**src/rtl/logic_gate_unit_if.sv**
```systemverilog
// logic_gate_unit_if: operand/result handshake bundle for logic_gate_unit.
// master = operand producer and result consumer; slave = the unit itself.
interface logic_gate_unit_if #(
  parameter int WIDTH = 8,
  parameter int DEPTH = 2
);
  localparam int LW = $clog2(DEPTH) + 1;

  logic             in_valid;
  logic             in_ready;
  logic [2:0]       in_op;
  logic [WIDTH-1:0] in_a;
  logic [WIDTH-1:0] in_b;
  logic             out_valid;
  logic             out_ready;
  logic [WIDTH-1:0] out;
  logic             out_zero;
  logic             out_ones;
  logic [LW-1:0]    level;
  logic [15:0]      op_count;

  modport master (
    output in_valid, in_op, in_a, in_b, out_ready,
    input  in_ready, out_valid, out, out_zero,
    input  out_ones, level, op_count
  );

  modport slave (
    input  in_valid, in_op, in_a, in_b, out_ready,
    output in_ready, out_valid, out, out_zero,
    output out_ones, level, op_count
  );
endinterface

```
**src/rtl/logic_gate_unit.sv**
```systemverilog
// logic_gate_unit: 8-function bitwise gate feeding a DEPTH-entry result FIFO.
// Ports: clk, rst_n (async low), bus (logic_gate_unit_if.slave).
// Macro LOGIC_GATE_UNIT_COUNT_EN: saturating 16-bit accept counter on op_count.
module logic_gate_unit #(
  parameter int WIDTH = 8,
  parameter int DEPTH = 2
) (
  input logic            clk,
  input logic            rst_n,
  logic_gate_unit_if.slave bus
);
  localparam int PW = $clog2(DEPTH);
  localparam int LW = PW + 1;
  localparam logic [LW-1:0] FULL = LW'(DEPTH);

  logic [WIDTH-1:0] mem_q [DEPTH];
  logic [PW-1:0]    wptr_q, rptr_q;
  logic [LW-1:0]    level_q, level_d;
  logic             empty, full, push, pop;
  logic [WIDTH-1:0] res, head;

  assign empty = (level_q == '0);
  assign full  = (level_q == FULL);
  assign push  = bus.in_valid && !full;
  assign pop   = !empty && bus.out_ready;

  always_comb begin
    res = '0;
    unique case (bus.in_op)
      3'd0: res = bus.in_a & bus.in_b;
      3'd1: res = bus.in_a | bus.in_b;
      3'd2: res = bus.in_a ^ bus.in_b;
      3'd3: res = ~(bus.in_a & bus.in_b);
      3'd4: res = ~(bus.in_a | bus.in_b);
      3'd5: res = ~(bus.in_a ^ bus.in_b);
      3'd6: res = ~bus.in_a;
      3'd7: res = bus.in_a;
    endcase
  end

  always_comb begin
    level_d = level_q;
    if (push && !pop)
      level_d = level_q + 1'b1;
    else if (pop && !push)
      level_d = level_q - 1'b1;
  end

  always_ff @(posedge clk or negedge rst_n) begin
    if (!rst_n) begin
      wptr_q  <= '0;
      rptr_q  <= '0;
      level_q <= '0;
      for (int i = 0; i < DEPTH; i++)
        mem_q[i] <= '0;
    end else begin
      level_q <= level_d;
      if (push) begin
        mem_q[wptr_q] <= res;
        wptr_q        <= wptr_q + 1'b1;
      end
      if (pop)
        rptr_q <= rptr_q + 1'b1;
    end
  end

  // Head is masked while empty so stale entries never leak out.
  assign head          = empty ? '0 : mem_q[rptr_q];
  assign bus.out       = head;
  assign bus.out_valid = !empty;
  assign bus.in_ready  = !full;
  assign bus.out_zero  = !empty && (head == '0);
  assign bus.out_ones  = !empty && (&head);
  assign bus.level     = level_q;

`ifdef LOGIC_GATE_UNIT_COUNT_EN
  logic [15:0] cnt_q, cnt_d;

  always_comb begin
    cnt_d = cnt_q;
    if (push && cnt_q != 16'hFFFF)
      cnt_d = cnt_q + 16'd1;
  end

  always_ff @(posedge clk or negedge rst_n) begin
    if (!rst_n)
      cnt_q <= '0;
    else
      cnt_q <= cnt_d;
  end

  assign bus.op_count = cnt_q;
`else
  assign bus.op_count = 16'h0000;
`endif
endmodule
```
**src/flat_wrapper.sv**
```systemverilog
// flat-port wrapper written by rule: the top's interface ports become plain ports
module logic_gate_unit_flat 
#(
  parameter int WIDTH = 8,
  parameter int DEPTH = 2
)
  (clk, rst_n, bus_in_valid, bus_in_op, bus_in_a, bus_in_b, bus_out_ready, bus_in_ready, bus_out_valid, bus_out, bus_out_zero, bus_out_ones, bus_level, bus_op_count);
  logic_gate_unit_if #(.WIDTH(WIDTH), .DEPTH(DEPTH)) bus_i ();
  input logic clk;
  input logic rst_n;
  input wire logic [$bits(bus_i.in_valid)-1:0] bus_in_valid;
  input wire logic [$bits(bus_i.in_op)-1:0] bus_in_op;
  input wire logic [$bits(bus_i.in_a)-1:0] bus_in_a;
  input wire logic [$bits(bus_i.in_b)-1:0] bus_in_b;
  input wire logic [$bits(bus_i.out_ready)-1:0] bus_out_ready;
  output wire logic [$bits(bus_i.in_ready)-1:0] bus_in_ready;
  output wire logic [$bits(bus_i.out_valid)-1:0] bus_out_valid;
  output wire logic [$bits(bus_i.out)-1:0] bus_out;
  output wire logic [$bits(bus_i.out_zero)-1:0] bus_out_zero;
  output wire logic [$bits(bus_i.out_ones)-1:0] bus_out_ones;
  output wire logic [$bits(bus_i.level)-1:0] bus_level;
  output wire logic [$bits(bus_i.op_count)-1:0] bus_op_count;
  assign bus_i.in_valid = bus_in_valid;
  assign bus_i.in_op = bus_in_op;
  assign bus_i.in_a = bus_in_a;
  assign bus_i.in_b = bus_in_b;
  assign bus_i.out_ready = bus_out_ready;
  assign bus_in_ready = bus_i.in_ready;
  assign bus_out_valid = bus_i.out_valid;
  assign bus_out = bus_i.out;
  assign bus_out_zero = bus_i.out_zero;
  assign bus_out_ones = bus_i.out_ones;
  assign bus_level = bus_i.level;
  assign bus_op_count = bus_i.op_count;
  logic_gate_unit #(.WIDTH(WIDTH), .DEPTH(DEPTH)) u_core (.clk(clk), .rst_n(rst_n), .bus(bus_i));
endmodule
```
**config.mk**
```make
export PLATFORM = sky130hd
export DESIGN_NAME = logic_gate_unit_flat
export DESIGN_NICKNAME = d
export VERILOG_FILES = /design/src/rtl/logic_gate_unit_if.sv /design/src/rtl/logic_gate_unit.sv /design/src/flat_wrapper.sv
export SDC_FILE = /design/constraint.sdc
export NUM_CORES = 1
export LEC_CHECK = 0
export ABC_AREA = 1
export BUFFER_PORTS_ARGS = -buffer_cell sky130_fd_sc_hd__buf_2
export CORE_MARGIN = 2
export CORE_UTILIZATION = 54
export CTS_BUF_LIST = sky130_fd_sc_hd__clkbuf_16
export DETAILED_ROUTE_END_ITERATION = 10
export GPL_TIMING_DRIVEN = 1
export PLACE_DENSITY = 0.81
export SLEW_MARGIN = 20
export SYNTH_ARGS = -nofsm -noshare
export SYNTH_HDL_FRONTEND = slang
export SYNTH_SLANG_ARGS = --single-unit
```
**constraint.sdc**
```tcl
create_clock -name clk -period 2 [get_ports clk]
set_input_delay 0.3 -clock clk [delete_from_list [all_inputs] [get_ports clk]]
set_output_delay 0.3 -clock clk [all_outputs]
set_load 0.05 [all_outputs]
```
Word-level counts from Yosys, hierarchy flattened
Index checks and enable logic that the tools add are counted.
{ "op_classes": {"magnitude_cmp": 3, "n_mux": 10, "bitwise_logic": 9, "n_reduce_logical": 16, "n_eq_ne": 8, "add_sub_neg": 4} }
{ "ops": {"columns": ["cell", "n"], "rows": [
  ["one-hot mux 8 bit (8 select lines)", 1],
  ["two-way mux 8 bit", 5],
  ["NOT 8 bit", 4],
  ["bitwise mux 16 bit", 1],
  ["== test 3 bit (second input constant)", 4],
  ["bitwise AND 8 bit", 1],
  ["demux 8 bit (select 1 bit)", 1],
  ["logical NOT 8 bit", 1],
  ["bitwise OR 8 bit", 1],
  ["AND reduction 8 bit", 1],
  ["XOR 8 bit", 1],
  ["logical AND 1 bit", 7],
  ["== test 3 x 2 -> 1 bit (second input constant)", 2],
  [">= comparator 2 bit (second input constant)", 2],
  ["logical NOT 1 bit", 4],
  ["two-way mux 2 bit", 2],
  ["NOT 1 -> 2 bit", 2],
  ["== test 3 x 1 -> 1 bit (second input constant)", 1],
  ["logical NOT 3 bit", 1],
  ["adder 1 bit (second input constant)", 2],
  ["adder 2 x 1 -> 2 bit (second input constant)", 1],
  ["== test 2 bit (second input constant)", 1],
  ["logical NOT 2 bit", 1],
  ["less-than comparator 2 x 1 -> 1 bit (second input constant)", 1],
  ["2 further kinds", 2]
]} }
{ "word_totals": {"in_bits": 23, "output_inout_bits": 30, "register_bits": 20, "elab_cells": 55} }

Depth between registers and ports, before layout
Gate-level depths: netlist of run 1.
{ "depth": {"depth_word": 7, "mapped_depth": 9, "ltp_nobuf": 9} }

Least setup slack after synthesis of run 1
Ideal clock, no wire load.
{ "synth_timing": {"path_type": "register to output", "start": "register u_core.level_q[1], in the netlist u_core.bus.level[1]", "end": "output port bus_out_ones", "path_buffers": 0, "required_time_ns": 1.700, "stages_incl_launch_ff": 5, "path_slack_ns": -0.860, "arrival_ns": 2.560, "path_cell_list": "dfrtp_1 -> nor2_4 -> a21oi_1 -> nand4_1 -> nor2_1"} }
{ "synth_via": {"elab_chain_cells": 4} }
{ "synth_lines": {"columns": ["element", "line", "rtl"], "rows": [
  ["start: declaration", "logic_gate_unit.sv:18", "logic [LW-1:0] level_q, level_d;"],
  ["start signal: assignment", "logic_gate_unit.sv:57", "level_q <= level_d;"],
  ["logical NOT 2 bit", "logic_gate_unit.sv:22", "assign empty = (level_q == '0);"],
  ["two-way mux 8 bit", "logic_gate_unit.sv:68", "assign head = empty ? '0 : mem_q[rptr_q];"],
  ["via bus_out[6]", "flat_wrapper.sv:18", "output wire logic [$bits(bus_i.out)-1:0] bus_out;"],
  ["AND reduction 8 bit", "logic_gate_unit.sv:73", "assign bus.out_ones = !empty && (&head);"],
  ["logical AND 1 bit", "logic_gate_unit.sv:73", null],
  ["end: declaration", "flat_wrapper.sv:20", "output wire logic [$bits(bus_i.out_ones)-1:0] bus_out_ones;"]
]} }
The timed path passes the listed nets, and every way through them passes these cells.

Worst setup path in the final report of run 1
{ "layout_timing": {"start": "register u_core.rptr_q", "end": "output port bus_out_zero"} }
{ "layout_via": {"elab_chain_cells": 7} }
{ "layout_lines": {"columns": ["element", "line", "rtl"], "rows": [
  ["start: declaration", "logic_gate_unit.sv:17", "logic [PW-1:0] wptr_q, rptr_q;"],
  ["start signal: assignment", "logic_gate_unit.sv:63", "rptr_q <= rptr_q + 1'b1;"],
  ["NOT 1 -> 2 bit (not written as such)", "logic_gate_unit.sv:68", null],
  ["two-way mux 8 bit (not written as such) (3 in a row)", "logic_gate_unit.sv:68", null],
  ["two-way mux 8 bit", "logic_gate_unit.sv:68", null],
  ["logical NOT 8 bit", "logic_gate_unit.sv:72", "assign bus.out_zero = !empty && (head == '0);"],
  ["logical AND 1 bit", "logic_gate_unit.sv:72", null],
  ["end: declaration", "flat_wrapper.sv:19", "output wire logic [$bits(bus_i.out_zero)-1:0] bus_out_zero;"]
]} }
Every way passes these cells. The select of a mux whose other input is x is not followed.

==> impl_metrics.tcl, run 1 <==
set metrics [dict create \
    switching_share_pct 54.7 \
    core_area_mm2 0.00374 \
    path_buf_inv 2 \
    clkPwrFrac_pct 12.1 \
    cts_num_sinks 20 \
    worstPathMaxFanout 6 \
    cts_tree "yes" \
    port_buffers 36 \
    die-area_mm2 0.00451 \
    critical_path.top_delay_family "simple AND/OR/NAND/NOR gates" \
    pwr-share-comb_pct 65.1 \
    grt_max_degree 21 \
    die_h_um 67.1 \
    synthSimpleGateAreaFrac_pct 46.8 \
    grt_pass1_wl_um 8200 \
    synthTopCellsByArea "dfrtp_1, nand2_1, ha_1" \
    p_int_uw 1520 \
    start_util_pct 57.5 \
    cpMaxStageDelayCell "dfrtp_2" \
    peakVddDrop_mv 0.487 \
    drv_slew 0 \
    syn-instance-count 331 \
    layout.cells.most_common "nand2_1" \
    status "completed" \
    grt_pass1_vias 1936 \
    cts.path.max_buffers 2 \
    crit_path_cell_trace "buf_6 -> or2_4 -> nand2_2 -> nand2_1 -> nor2_1 -> and3_1 -> buf_6" \
    io_pins 53 \
    setup_violations 0 \
    r2r_end "u_core.bus.level[1]" \
    viasPerCell 4.97 \
    pwr-share-seq_pct 22.8 \
    ys_seq_area_share_pct 23.2 \
    antenna_left 0 \
    grt-ovfl-total 0 \
    place.gp.congestion 0.805 \
    synth_top_area_cell "dfrtp_1" \
    synth_cell_types 27 \
    clk_latency_ps 250 \
    antenna_found_initial 0 \
    layout_min_cycle_time_ps 1960 \
    synth_top_area_share_pct 23.2 \
    drc 0 \
    synth_compound_area_share_pct 0.930 \
    synthXorXnorAreaFrac_pct 1.22 \
    ys_seq_elements 20 \
    max_stage_delay_ps 450 \
    ys_warn_count 0 \
    path_clk_slew_ps 50 \
    cts-htree-levels 1 \
    start_kind "register" \
    setup_tns_ps 0 \
    powerDensity_mw_per_mm2 1330 \
    timing.slew.headroom_pct 57.2 \
    cpMostUsedCell "buf_6" \
    leakage_uw 0.00146 \
    final_cells 420 \
    synth.mux.area_fraction_pct 0 \
    finalNetCount 413 \
    dpl.hpwl_um 3560 \
    drt-wirelength-per-cell_um 11.4 \
    hold_path.class "in2reg" \
    clock_skew_ps 2.21 \
    root_buffer "clkbuf_16" \
    rsz0062_at_grt "true" \
    r2r_setup_slack_ps 370 \
    drv_cap 0 \
    crit_type "reg2out" \
    synth_top_family_by_area "simple AND/OR/NAND/NOR gates" \
    worstPathRequired_ps 1700 \
    cp.depth 7 \
    p_sw_uw 1830 \
    num_rows 22 \
    cts_made_buffers 3 \
    cp.arrival_ps 1660 \
    dp_cells 411 \
    endpoint "bus_out_zero" \
    die_x_um 67.1 \
    synthAdderAreaFrac_pct 9.88 \
    antenna-diode-count 0 \
    first_iter_violations 137 \
    worst_pin_slew_ps 640 \
    dr.pass1.iters 4 \
    synth_area_per_cell_um2 6.51 \
    final-hold-violation-count 0 \
    grt_use_total_pct 23.3 \
    syn2layout_area_growth_pct 16.6 \
    fin_crit_sh_pct 98.1 \
    num_vias 2086 \
    reg2reg_depth 7 \
    fmaxAchievable_ghz 0.510 \
    timing.rr.start "u_core.bus.level[0]" \
    final_cell_mix "nand2_1, inv_1, nor2_1" \
    routed_wl_um 4790 \
    end_kind "primary output" \
    syn_area_mm2 0.00215 \
    drive_gt1_share_pct 22.6 \
    critPathLaunch "u_core.rptr_q" \
]
## cells by family after synthesis
family                     after synthesis
AOI/OAI and AO/OA                        4
adders and majority gates               17
and+or+nand+nor                        212
buffers and inverters                   74
xor gates and xnor gates                 3
DFF                                     20
other                                    1
## power groups by stage
stage / sequential [uW] / clock (uW) / combinational, uW
6_report: 762 / 405 / 2180
3_5_place_dp: 769 / 0 / 2020
5_1_grt: 785 / 432 / 2400
4_1_cts: 768 / 412 / 2060
2_1_floorplan: 787 / 0 / 1630
3_3_place_gp: 756 / 0 / 2000
## layout make-up
class	instances	area, um^2
Clock buffer	3	75.1
Clock inverter	1	3.75
Fill cell	358	1230
Inverter	51	219
Multi-Input combinational cell	252	1380
Sequential cell	20	504
Tap cell	48	60.1
Timing Repair Buffer	45	270
## registers in the layout, indices dropped and copies added, names as in the netlist
register / cells
u_core.mem_q: 16
u_core.wptr_q: 1
u_core.rptr_q: 1
u_core.bus.level: 2
## stage by stage
step	utilization, %	setup slack, ps	power, uW	cell area (um^2)	hold WS (ps)
global placement	62.9	163	2750	2350	260
CTS	65.6	4.64	3240	2460	371
global route	67.0	-45.2	3610	2510	383
floorplan	-	1.52	2410	2270	4.41
finish	67.0	38.2	3350	2510	368
detailed placement	62.9	133	2790	2350	268
## tightest hold or removal path, stage by stage
cell	delay, ps
buf_2	100
nand2_4	70
nand2_1	60
nand2_1	40
## how the worst min path moves through the flow
stage / startpoint / endpoint / slack, ps / cells past startpoint
2_1_floorplan: rst_n / u_core.bus.level[0] / 4 / 0
3_3_place_gp: rst_n / u_core.mem_q[2] / 260 / 1
3_5_place_dp: rst_n / u_core.mem_q[5] / 270 / 1
4_1_cts: bus_in_valid / u_core.wptr_q / 370 / 4
5_1_grt: bus_in_valid / u_core.wptr_q / 380 / 4
6_report: bus_in_valid / u_core.wptr_q / 370 / 4
## routing by layer
metal | global-route usage [%] | wire [um] | vias up
met5 | 0 | 0 | -
met4 | 8.42 | 63 | 0
met3 | 2.00 | 274 | 5
met2 | 41.7 | 2390 | 79
met1 | 29.2 | 2060 | 921
li1 | - | - | 1081
## cells in the mapped netlist
cell type and count:
nor2_4 4, buf_4 16, nand3_2 4, nand2_4 1, xnor2_1 2, a21oi_1 3
or2_2 3, o21ai_0 1, buf_6 4, conb_1 1, nand3_1 14, buf_2 2
buf_8 1, ha_1 17, nand4_1 18, nor3_4 1, nand2_2 2, nand2_1 117
nand3_4 1, dfrtp_1 20, nor2_1 37, nand3b_1 8, xor2_1 1, inv_2 6
inv_1 45, nor2_8 1, and3_1 1
## what timing repair did
item	CTS	global route
hold buffers	1	0
gates resized for setup	3	10
buffers inserted	1	3
pin swaps	1	5
endpoints found under the hold margin	1	0
endpoints found under the setup margin	2	2
No activity file was read; power rests on OpenSTA's default activity.
==> run 2: changes to the inputs <==
--- a/config.mk
+++ b/config.mk
@@ -5,7 +5,7 @@
 export SDC_FILE = /design/constraint.sdc
 export NUM_CORES = 1
 export LEC_CHECK = 0
-export ABC_AREA = 1
+export ABC_AREA = 0
 export BUFFER_PORTS_ARGS = -buffer_cell sky130_fd_sc_hd__buf_2
 export CORE_MARGIN = 2
 export CORE_UTILIZATION = 54
==> run 2 against run 1 <==
The flow now finishes with violations (setup timing). Clock power barely moved. Clock skew fell by 1.1 ps. Utilization rose by 2.4 points. Fmax fell by 2.9%. Synthesized area fell by 5.2%. Critical path type unchanged. Largest power group unchanged.
==> impl_metrics.tcl, run 2 <==
set metrics [dict create \
    io_pins 53 \
    leakage_uw 0.00115 \
    setup_violations 2 \
    drt-wirelength-per-cell_um 13.3 \
    synth_async_sr_flop_share_pct 100 \
    violations "setup timing" \
    num_vias 1786 \
    fin_crit_sh_pct 101 \
    grt_pass1_vias 1556 \
    root_buffer "clkbuf_16" \
    cts.path.max_buffers 2 \
    core_area_mm2 0.00363 \
    ys_warn_count 0 \
    synth_edf_count 0 \
    first_iter_violations 95 \
    dp_cells 318 \
    pwr-share-seq_pct 22.4 \
    synthTopCellsByArea "dfrtp_1, ha_1, buf_4" \
    cts_tree "yes" \
    final-hold-violation-count 0 \
    place.gp.congestion 0.794 \
    post-place-ws_ps -3.66 \
    drive_gt1_share_pct 31.7 \
    use_met1_pct 29.1 \
    clock_skew_ps 1.12 \
    port_buffers 36 \
    met2_usage_pct 34.2 \
    setup_ws_ps -20.5 \
    cp.arrival_ps 1720 \
    top_register "u_core.mem_q" \
    path_clk_slew_ps 50 \
    whs_ps 387 \
    antenna_left 0 \
    synth_top_area_share_pct 24.5 \
    syn_area_mm2 0.00204 \
    min_path_cells 3 \
    synth_cell_types 40 \
    layout.cells.most_common "buf_2" \
    ys.flop_type "dfrtp_1" \
    peakVddDrop_mv 0.622 \
    grt_use_total_pct 20.9 \
    drv_cap 0 \
    antenna-diode-count 0 \
    ys_seq_elements 20 \
    cts_made_buffers 3 \
    reg2reg_depth 6 \
    grt_pass1_wl_um 7110 \
    worstPathMaxFanout 4 \
    p_int_uw 1800 \
    ys_seq_area_share_pct 24.5 \
    rsz0062_at_grt "true" \
    synth_area_per_cell_um2 8.57 \
    powerDensity_mw_per_mm2 1480 \
    grt-ovfl-total 0 \
    routed_wl_um 4350 \
    syn-instance-count 238 \
    end_kind "primary output" \
    fillCellCount 283 \
    grt_max_degree 26 \
    cts-htree-levels 1 \
    cts_num_sinks 20 \
    clkPwrFrac_pct 10.8 \
    hold_path.class "in2reg" \
    drc 0 \
    synth.most_common_cell "inv_1" \
    drv_slew 0 \
    antenna_found_initial 0 \
    pwr-share-comb_pct 66.8 \
    finalNetCount 319 \
    dpl.hpwl_um 3280 \
    fmaxAchievable_ghz 0.495 \
    start_kind "register" \
    largest_register_ffs 16 \
    die_x_um 65.5 \
    worstPathRequired_ps 1700 \
    p_sw_uw 1930 \
    worst_pin_slew_ps 583 \
    use_met3_pct 1.88 \
    crit_type "reg2out" \
    grt_busiest_layer "met2" \
    timing.slew.headroom_pct 60.1 \
    synthTopCellsByCount "inv_1, dfrtp_1, nor2_1" \
    syn2layout_area_growth_pct 23.7 \
    start_util_pct 56.2 \
    switching_share_pct 51.6 \
    final_cells 326 \
    status "complete, but fails checks" \
    num_rows 22 \
    die_h_um 65.5 \
    layout_min_cycle_time_ps 2020 \
    die-area_mm2 0.00429 \
    synth_top_area_cell "dfrtp_1" \
    clk_latency_ps 250 \
    final_cell_mix "buf_2, inv_1, dfrtp_1" \
    viasPerCell 5.48 \
    dr.pass1.iters 4 \
]
run 2: cell count changes after synthesis, moves of 8 or more:
cell and change:
nand2_1 -104, inv_1 -21, nor2_1 -17, nand4_1 -16, nand2b_1 +11, mux2i_1 +10
nand3_1 -10, nand3b_1 -8, o211ai_1 +8, o311ai_0 +8
run 2: path summary, 6_finish.rpt:
check	from	end	slack (ps)
worst max register to register	u_core.bus.level[0]	u_core.bus.level[1]	220
worst max-delay path	u_core.rptr_q	bus_out_zero	-20
worst min-delay path	bus_out_ready	u_core.rptr_q	390
min in group asynchronous	rst_n	u_core.mem_q[14]	510
max in group asynchronous	rst_n	u_core.bus.level[1]	1170
worst min register to register	u_core.mem_q[15]	u_core.mem_q[15]	520
run 2: timing repair:
item,CTS,global route
endpoints found under the setup margin,2,10
cloned,0,0
hold buffers,1,0
gates resized for setup,13,6
pin swaps,0,3
hold endpoints to repair,20,0
setup buffers,3,0
run 2: area by class of cell:
| cell class | instances | area [um^2] | area share, % |
|---|---|---|---|
| inverter | 24 | 93.8 | 3.72 |
| sequential | 20 | 504 | 20.0 |
| timing repair buffer | 46 | 312 | 12.3 |
| clock inverter | 1 | 3.75 | 0.149 |
| multi-input combinational | 184 | 1480 | 58.5 |
| clock buffer | 3 | 75.1 | 2.97 |
| tap | 48 | 60.1 | 2.38 |
run 2: per-layer routing:
| layer | share of wire [%] | vias up |
|---|---|---|
| li1 | - | 902 |
| met1 | 46 | 825 |
| met2 | 49 | 52 |
| met3 | 3.8 | 7 |
| met4 | 1.6 | 0 |
| met5 | 0 | - |
run 2: critical path, cell delays in order, from the launching register on:
cell	delay [ps]
dfrtp_2	440
buf_4	170
buf_4	150
mux2i_2	220
nor2_4	80
nor2_1	90
and3_4	190
buf_8	140
run 2: power by group through the flow:
| stage | clock network [uW] | registers, uW | logic (uW) |
|---|---|---|---|
| floorplan | 0 | 803 | 1700 |
| global placement | 0 | 794 | 2150 |
| detailed placement | 0 | 799 | 2210 |
| CTS | 406 | 820 | 2440 |
| global route | 422 | 860 | 2650 |
| finish | 403 | 837 | 2490 |
run 2: cells by family after synthesis:
kind of cell	synth area share, %
adders and majority gates	10.4
DFF	24.5
and+or+nand+nor	18.9
buffers and inverters	13.6
muxes	10.1
AOI/OAI and AO/OA	17.2
other	0.184
xor gates and xnor gates	5.15
run 2: through the flow:
step	utilization [%]	total power, uW	setup TNS, ps	area, um^2
detailed placement	63.7	3010	-3.66	2310
finish	69.5	3730	-22.8	2520
CTS	68.8	3670	0	2500
global route	69.5	3930	-123	2520
global placement	63.7	2940	0	2310
floorplan	-	2510	-416	2190
